**src/rtl/snake_pkg.sv**
```systemverilog
// snake_pkg: constants and helpers shared by the snake input/control blocks.
//   DIR_UP/LEFT/RIGHT/DOWN : one-hot direction codes, bit order {down, right, left, up}
//   opposite_dir()         : the reverse of a one-hot direction ('0 for non one-hot input)
//   DEBOUNCE_CYCLES_DEFAULT: stable cycles needed to accept a button change (10 ms @ 25 MHz)
package snake_pkg;

  localparam int unsigned DEBOUNCE_CYCLES_DEFAULT = 250000;

  typedef logic [3:0] dir_t;

  localparam dir_t DIR_UP    = 4'b0001;
  localparam dir_t DIR_LEFT  = 4'b0010;
  localparam dir_t DIR_RIGHT = 4'b0100;
  localparam dir_t DIR_DOWN  = 4'b1000;

  function automatic dir_t opposite_dir(input dir_t d);
    dir_t r;
    case (d)
      DIR_UP:    r = DIR_DOWN;
      DIR_DOWN:  r = DIR_UP;
      DIR_LEFT:  r = DIR_RIGHT;
      DIR_RIGHT: r = DIR_LEFT;
      default:   r = '0;
    endcase
    return r;
  endfunction

endpackage

```
**src/rtl/btn_debounce.sv**
```systemverilog
// btn_debounce: two-flop synchronizer plus debounce for one push-button.
//   clk_i    : clock
//   rst_i    : synchronous active-high reset
//   btn_i    : raw asynchronous button level (1 = pressed)
//   stable_o : debounced button level
//   press_o  : single-cycle pulse on a rising edge of stable_o
// Build option: BTN_DEBOUNCE_EN compiles in the counter-based debounce;
// without it stable_o is simply the synchronized level registered once.
module btn_debounce
  import snake_pkg::*;
#(
  parameter int unsigned DEBOUNCE_CYCLES = DEBOUNCE_CYCLES_DEFAULT
) (
  input  logic clk_i,
  input  logic rst_i,
  input  logic btn_i,
  output logic stable_o,
  output logic press_o
);

  logic sync1_q;
  logic sync2_q;
  logic stable_q;
  logic stable_d;
  logic prev_q;

  always_ff @(posedge clk_i) begin
    if (rst_i) begin
      sync1_q  <= 1'b0;
      sync2_q  <= 1'b0;
      stable_q <= 1'b0;
      prev_q   <= 1'b0;
    end else begin
      sync1_q  <= btn_i;
      sync2_q  <= sync1_q;
      stable_q <= stable_d;
      prev_q   <= stable_q;
    end
  end

`ifdef BTN_DEBOUNCE_EN
  localparam int unsigned CW = (DEBOUNCE_CYCLES > 1) ? $clog2(DEBOUNCE_CYCLES) : 1;
  localparam logic [CW-1:0] CNT_LAST = CW'(DEBOUNCE_CYCLES - 1);

  logic [CW-1:0] cnt_q;
  logic [CW-1:0] cnt_d;

  // Count consecutive cycles where the synchronized level disagrees with the
  // accepted level; any agreeing cycle restarts the count.
  always_comb begin
    stable_d = stable_q;
    cnt_d    = '0;
    if (sync2_q != stable_q) begin
      if (cnt_q == CNT_LAST) begin
        stable_d = ~stable_q;
      end else begin
        cnt_d = cnt_q + 1'b1;
      end
    end
  end

  always_ff @(posedge clk_i) begin
    if (rst_i) begin
      cnt_q <= '0;
    end else begin
      cnt_q <= cnt_d;
    end
  end
`else
  logic unused_cfg;
  assign unused_cfg = (DEBOUNCE_CYCLES != 0);
  assign stable_d   = sync2_q;
`endif

  assign stable_o = stable_q;
  assign press_o  = stable_q & ~prev_q;

endmodule

```
**src/rtl/btn_direction.sv**
```systemverilog
// btn_direction: turns four push-buttons into a committed one-hot snake
// direction that only changes at the start of vertical sync.
//   clock       : 25 MHz pixel clock
//   reset       : synchronous active-high reset
//   button[3:0] : raw buttons {down, right, left, up}, 1 = pressed
//   vert_sync   : active-low VGA vertical sync
//   dir[3:0]    : committed one-hot direction {down, right, left, up}
//   frame_tick  : one-cycle pulse at each vertical sync falling edge
//   dir_changed : one-cycle pulse with frame_tick when dir took a new value
//   led         : high while any debounced button is held
// Build option: BTN_DEBOUNCE_EN enables the debounce counters (see btn_debounce).
module btn_direction
  import snake_pkg::*;
#(
  parameter int unsigned DEBOUNCE_CYCLES = DEBOUNCE_CYCLES_DEFAULT
) (
  input  logic       clock,
  input  logic       reset,
  input  logic [3:0] button,
  input  logic       vert_sync,
  output logic [3:0] dir,
  output logic       frame_tick,
  output logic       dir_changed,
  output logic       led
);

  logic [3:0] stable;
  logic [3:0] press;

  for (genvar i = 0; i < 4; i++) begin : g_btn
    btn_debounce #(
      .DEBOUNCE_CYCLES(DEBOUNCE_CYCLES)
    ) u_btn_debounce (
      .clk_i   (clock),
      .rst_i   (reset),
      .btn_i   (button[i]),
      .stable_o(stable[i]),
      .press_o (press[i])
    );
  end

  logic vs1_q;
  logic vs2_q;
  logic vs_prev_q;
  logic vs_fall;

  dir_t dir_q;
  dir_t dir_d;
  dir_t pending_q;
  dir_t pending_d;
  dir_t winner;
  logic frame_tick_q;
  logic frame_tick_d;
  logic dir_changed_q;
  logic dir_changed_d;

  assign vs_fall = vs_prev_q & ~vs2_q;

  always_comb begin
    winner = '0;
    if (press[0]) begin
      winner = DIR_UP;
    end else if (press[1]) begin
      winner = DIR_LEFT;
    end else if (press[2]) begin
      winner = DIR_RIGHT;
    end else if (press[3]) begin
      winner = DIR_DOWN;
    end
  end

  // The reverse check uses the committed direction, so a press that is the
  // reverse of what is pending (but not of dir) is still accepted. On a
  // commit edge dir takes the old pending while a new press updates pending.
  always_comb begin
    pending_d     = pending_q;
    dir_d         = dir_q;
    frame_tick_d  = vs_fall;
    dir_changed_d = 1'b0;
    if ((winner != '0) && (winner != opposite_dir(dir_q))) begin
      pending_d = winner;
    end
    if (vs_fall) begin
      dir_d         = pending_q;
      dir_changed_d = (pending_q != dir_q);
    end
  end

  always_ff @(posedge clock) begin
    if (reset) begin
      vs1_q         <= 1'b1;
      vs2_q         <= 1'b1;
      vs_prev_q     <= 1'b1;
      dir_q         <= DIR_RIGHT;
      pending_q     <= DIR_RIGHT;
      frame_tick_q  <= 1'b0;
      dir_changed_q <= 1'b0;
    end else begin
      vs1_q         <= vert_sync;
      vs2_q         <= vs1_q;
      vs_prev_q     <= vs2_q;
      dir_q         <= dir_d;
      pending_q     <= pending_d;
      frame_tick_q  <= frame_tick_d;
      dir_changed_q <= dir_changed_d;
    end
  end

  assign dir         = dir_q;
  assign frame_tick  = frame_tick_q;
  assign dir_changed = dir_changed_q;
  assign led         = |stable;

endmodule

```
**config.mk**
```make
export PLATFORM = sky130hd
export DESIGN_NAME = btn_direction
export DESIGN_NICKNAME = d
export VERILOG_FILES = /design/src/rtl/snake_pkg.sv /design/src/rtl/btn_debounce.sv /design/src/rtl/btn_direction.sv
export SDC_FILE = /design/constraint.sdc
export NUM_CORES = 1
export LEC_CHECK = 0
export BUFFER_PORTS_ARGS = -buffer_cell sky130_fd_sc_hd__buf_2
export CORE_MARGIN = 2
export CORE_UTILIZATION = 51
export DETAILED_ROUTE_END_ITERATION = 8
export GPL_TIMING_DRIVEN = 0
export PLACE_DENSITY = 0.72
export SYNTH_ARGS = -nofsm -noshare
export SYNTH_HDL_FRONTEND = slang
export SYNTH_SLANG_ARGS = --single-unit
```
**constraint.sdc**
```tcl
create_clock -name clock -period 2.51 [get_ports clock]
set_clock_uncertainty 0.15 [all_clocks]
set_input_delay 0.251 -clock clock [delete_from_list [all_inputs] [get_ports clock]]
set_output_delay 0.251 -clock clock [all_outputs]
set_load 0.05 [all_outputs]
```
# Word level (Yosys, flattened, before mapping)
# Cells that the tools add are included.
totals:
  reg_bits: 29
  in_bits: 7
  elab_cells: 49
op_classes:
  n_eq_ne: 6
  mux: 5
  n_bitwise: 11
  reduce_logical: 4
ops:
  columns: ["operator", "count"]
  rows:
  - ["4-bit 2-to-1 mux", 4]
  - ["4-bit one-hot mux with 4 select lines", 1]
  - ["4-bit != test", 2]
  - ["1-bit inverter", 6]
  - ["1-bit AND", 5]
  - ["4-bit by 1-bit == test with 1-bit output, second input constant", 1]
  - ["4-bit by 2-bit == test with 1-bit output, second input constant", 1]
  - ["4-bit by 3-bit == test with 1-bit output, second input constant", 1]
  - ["4-bit == test, second input constant", 1]
  - ["4-bit nonzero test", 1]
  - ["4-bit OR reduction", 1]
  - ["2-bit OR reduction", 1]
  - ["1-bit logical AND", 1]

# Longest topological paths before layout
logic_depth:
  depth_word: 8
  ltp_mapped: 6
  mapped_depth_nobuf: 5

# By module
# From an unflattened synthesis, not the netlist that was laid out.
unflattened:
  hier_cells: 99
  hier_area_um2: 1066.0
by_module_without_submodules:
  columns: ["module", "n_inst", "cells_per_inst", "area_each_um2", "seq_area_each_um2"]
  rows:
  - ["btn_direction", 1, 63, 620.6, 260.2]
  - ["btn_debounce", 4, 9, 111.4, 80.1]

# Worst setup path before layout
# OpenSTA, ideal clock, no wires.
synth_timing:
  kind: "register to register"
  startpoint: "register dir_q[2] (netlist: dir[2])"
  endpoint: "register pending_q[3]"
  setup_ns: 0.119
  arrival_time_ns: 2.080
  setup_slack_ns: 0.161
  path_stages_with_launch: 6
  n_path_buf: 0
  synth_period_minus_slack_ns: 2.349
  cell_sequence: "dfxtp_1 -> or4b_1 -> and3_4 -> a2111oi_4 -> a21oi_1 -> o221a_1"
synth_between:
  elab_chain_cells: 4
synth_rtl:
  columns: ["element", "line_no", "source"]
  rows:
  - ["start: declaration", "btn_direction.sv:47", "dir_t dir_q;"]
  - ["start signal: assignment", "btn_direction.sv:102", "dir_q <= dir_d;"]
  - ["4-bit by 3-bit == test with 1-bit output (tied with other cells)", "snake_pkg.sv:18", "case (d)"]
  - ["4-bit one-hot mux with 4 select lines (*)", "snake_pkg.sv:18", null]
  - ["4-bit != test (*)", "btn_direction.sv:80", "if ((winner != '0) && (winner != opposite_dir(dir_q))) begin"]
  - ["1-bit logical AND (*)", "btn_direction.sv:80", null]
  - ["end signal: assignment", "btn_direction.sv:103", "pending_q <= pending_d;"]
  - ["end: declaration", "btn_direction.sv:49", "dir_t pending_q;"]
# Every way passes the cells marked *; elsewhere a longest branch is shown, timed or not.
# A chain may end at the register's enable or synchronous reset.

# Final worst setup path
# Same ends and word-level chain as after synthesis.

==> results.sh <==
export IMPL_status="completed"
export IMPL_postSynthRegisterBits=29
export IMPL_mapped_area_sq_um=1110
export IMPL_fmaxAchievable_ghz=0.458
export IMPL_final_layout_size_suffix_gt1_frac=0.229
export IMPL_combPwrFrac=0.082
export IMPL_cts_sink_count=29
export IMPL_sequential_cell_area_sq_um=581
export IMPL_worst_hold_endpoint="g_btn[3].u_btn_debounce.prev_q"
export IMPL_number_of_nets_with_antenna_violations_after_detailed_routing=0
export IMPL_synth_cell_type_count=31
export IMPL_deepest_level_of_the_cts_h_tree=2
export IMPL_cp_num_buf_inv=0
export IMPL_path_delay_family="compound AO/OA/AOI/OAI gates"
export IMPL_area_growth_syn_to_fin_pct=19.0
export IMPL_tritoncts="yes"
export IMPL_ws_path_type="register to register"
export IMPL_core_area_sq_um=2000
export IMPL_r2r_end="pending_q[3]"
export IMPL_die_area_sq_um=2560
export IMPL_critical_path_slowest_cell="sky130_fd_sc_hd__or4b_1"
export IMPL_antenna_violations_before_repair=0
export IMPL_postSynthNetCount=113
export IMPL_dieWidth_microns=50.6
export IMPL_min_path_type="input port to register"
export IMPL_grt_remaining_overflow=0
export IMPL_cp_required_ns=2.58
export IMPL_grt_setup_unrepaired="false"
export IMPL_worst_hold_startpoint="reset"
export IMPL_max_slew_margin_rel=0.670
export IMPL_detailedRoute_firstIterationViolations=3
export IMPL_worstPathCellList="or4b_1 -> and3_4 -> a2111oi_4 -> a21oi_1 -> o221a_1"
export IMPL_clock_insertion_delay_worst_skew_ns=0.32
export IMPL_grt_util_all_layers=0.170
export IMPL_fillers=158
export IMPL_routed_via_count=777
export IMPL_kind_of_end_point_of_the_critical_path="register"
export IMPL_placementRows=16
export IMPL_utilization=0.658
export IMPL_detailed_place_hpwl_microns=1360
export IMPL_worst_hold_slack_ns=0.0260
export IMPL_final_cell_area_sq_um=1320
export IMPL_gp_routability_congestion=0.791
export IMPL_cts_root_buf="sky130_fd_sc_hd__clkbuf_4"
export IMPL_worstSetupStartpointType="register"
export IMPL_start_util=0.553
export IMPL_reported_net_switching_power_w=0.000186
export IMPL_worst_r2r_path_depth=5
export IMPL_pint_w=0.000637
export IMPL_vdd_ir_drop_max_mv=0.612
export IMPL_via_per_inst=4.92
export IMPL_swShare=0.226
export IMPL_clockPowerShare=0.334
export IMPL_multi_input_comb_area_sq_um=507
export IMPL_setup_tns_final_ns=0
export IMPL_yosys_warnings=0
export IMPL_r2r_start="dir[2]"
export IMPL_path_max_fanout=7
export IMPL_worstHoldPathCells=2
export IMPL_finalNetCount=138
export IMPL_power_per_cell_area_nw_per_um2=625
export IMPL_static_leakage_power_nw=0.574
export IMPL_clkTransAtPathRegs_ns=0.08
export IMPL_reg2reg_slack_ns=0.33
export IMPL_drt_wirelength_per_cell_microns=11.9
export IMPL_drv_slew=0
export IMPL_hold_viol_final=0
export IMPL_netlist_instances=106
export IMPL_routed_wirelength_microns=1880
export IMPL_portBuffers=13
export IMPL_wire_length_of_the_first_global_routing_pass_microns=3120
export IMPL_cts_made_buffers=5
export IMPL_synth_enable_flop_cells=0
export IMPL_critical_path_max_stage_delay_ns=0.49
export IMPL_synth_ff_type="sky130_fd_sc_hd__dfxtp_1"
export IMPL_placedInstanceArea_sq_um=1210
export IMPL_first_global_vias=717
export IMPL_tightestPinTransition_ns=0.488
export IMPL_min_period_over_period=0.870
export IMPL_worst_endpoint_arrival_ns=2.25
export IMPL_syn_avg_cell_area_sq_um=10.4
export IMPL_ys_async_sr_fraction=0
export IMPL_grt_max_degree=11
export IMPL_power_sequential_fraction=0.584
export IMPL_first_pass_iters=4
export IMPL_timing_max_cap_violations=0
export IMPL_setup_viol=0
export IMPL_fp_dieH_microns=50.6
export IMPL_sequential_share_of_the_synthesized_area=0.524
export IMPL_finalWorstPathRequiredPeriod_ns=2.18
export IMPL_ant_diodes=0
export IMPL_max_clock_path_buffers=2
export IMPL_drcViolationCount=0
export IMPL_boundaryPins=14
logic make-up after synthesis:
| group | synth area share |
|---|---|
| AOI/OAI and AO/OA | 0.0893 |
| and+or+nand+nor | 0.279 |
| muxes | 0.0362 |
| DFF | 0.524 |
| buffers and inverters | 0.0237 |
| xor gates and xnor gates | 0.0475 |
synthesized netlist by cell type (2+ instances only):
master / instances / area share
sky130_fd_sc_hd__clkbuf_1: 3 / 0.010
sky130_fd_sc_hd__inv_1: 2 / 0.0068
sky130_fd_sc_hd__or2_2: 3 / 0.017
sky130_fd_sc_hd__xor2_1: 5 / 0.040
sky130_fd_sc_hd__mux2i_1: 4 / 0.036
sky130_fd_sc_hd__nand2_1: 4 / 0.014
sky130_fd_sc_hd__nor3_1: 2 / 0.0090
sky130_fd_sc_hd__nor4b_1: 3 / 0.024
sky130_fd_sc_hd__a21oi_1: 5 / 0.023
sky130_fd_sc_hd__nor2b_1: 16 / 0.090
sky130_fd_sc_hd__dfxtp_1: 29 / 0.52
sky130_fd_sc_hd__and2b_2: 2 / 0.016
sky130_fd_sc_hd__nand2b_1: 4 / 0.023
sky130_fd_sc_hd__nor2_1: 7 / 0.024
worst max-delay path by stage:
stage	start	to	slack (ns)	cells after the start
after floorplan	dir[2]	pending_q[3]	0.16	5
after global placement	dir[1]	pending_q[3]	0.32	5
after detailed placement	dir[1]	pending_q[3]	0.15	5
after CTS	dir[1]	pending_q[3]	0.12	5
after global routing	dir[2]	pending_q[3]	0.25	5
final	dir[2]	pending_q[3]	0.33	5
stage by stage:
step / setup slack [ns] / total power [W] / std cells
2_1_floorplan: 0.161 / 0.000537 / 106
3_3_place_gp: 0.318 / 0.000551 / 146
3_5_place_dp: 0.147 / 0.000554 / 146
4_1_cts: 0.115 / 0.000832 / 158
5_1_grt: 0.255 / 0.000860 / 158
6_report: 0.326 / 0.000823 / 158
routing by layer:
metal,GRT usage,routed length (microns),vias to the layer above
li1,-,-,410
met1,0.188,838,348
met2,0.281,923,13
met3,0.0714,77,6
met4,0.0811,43,0
met5,0,0,-
repair_timing:
item	in CTS	in global routing
hold buffers	5	0
endpoints found under the hold margin	5	0
setup buffers	0	0
gates resized for setup	0	1
setup endpoints to repair	0	3
registers in the layout (all words and copies together), names as in the netlist:
| name | cells |
|---|---|
| g_btn.u_btn_debounce.sync1_q | 4 |
| frame_tick | 1 |
| vs2_q | 1 |
| pending_q | 4 |
| g_btn.u_btn_debounce.stable_o | 4 |
| vs_prev_q | 1 |
| g_btn.u_btn_debounce.prev_q | 4 |
| g_btn.u_btn_debounce.stable_d | 4 |
| vs1_q | 1 |
| dir | 4 |
| dir_changed | 1 |
cells in the final DEF (no fill, tap or decap), drive strengths merged, types with 2 or more instances in the layout:
cell / netlist / layout
xor2: 5 / 5
nor2b: 16 / 16
and2b: 2 / 2
nor2: 7 / 7
a21oi: 5 / 5
clkbuf: 3 / 10
nand2: 4 / 4
mux2i: 4 / 4
nand2b: 4 / 4
nor3: 2 / 2
buf: 1 / 14
or2: 3 / 3
nor4b: 3 / 3
dfxtp: 29 / 29
dlygate4sd3: 0 / 5
inv: 2 / 2
final cells by class:
type                       instances  area share
buffer                             4      0.0142
timing repair buffer              18      0.0874
sequential                        29       0.441
inverter                           2     0.00570
tap                               27      0.0256
multi-input combinational         71       0.385
clock buffer                       7      0.0418
power groups by stage:
| stage | logic (W) | clock network, W | registers [W] |
|---|---|---|---|
| floorplan | 0.0000426 | 0 | 0.000494 |
| global placement | 0.0000595 | 0 | 0.000491 |
| detailed placement | 0.0000619 | 0 | 0.000492 |
| CTS | 0.0000677 | 0.000283 | 0.000481 |
| global route | 0.0000737 | 0.000303 | 0.000483 |
| finish | 0.0000672 | 0.000275 | 0.000481 |
Power figures use the tool's default switching activity.
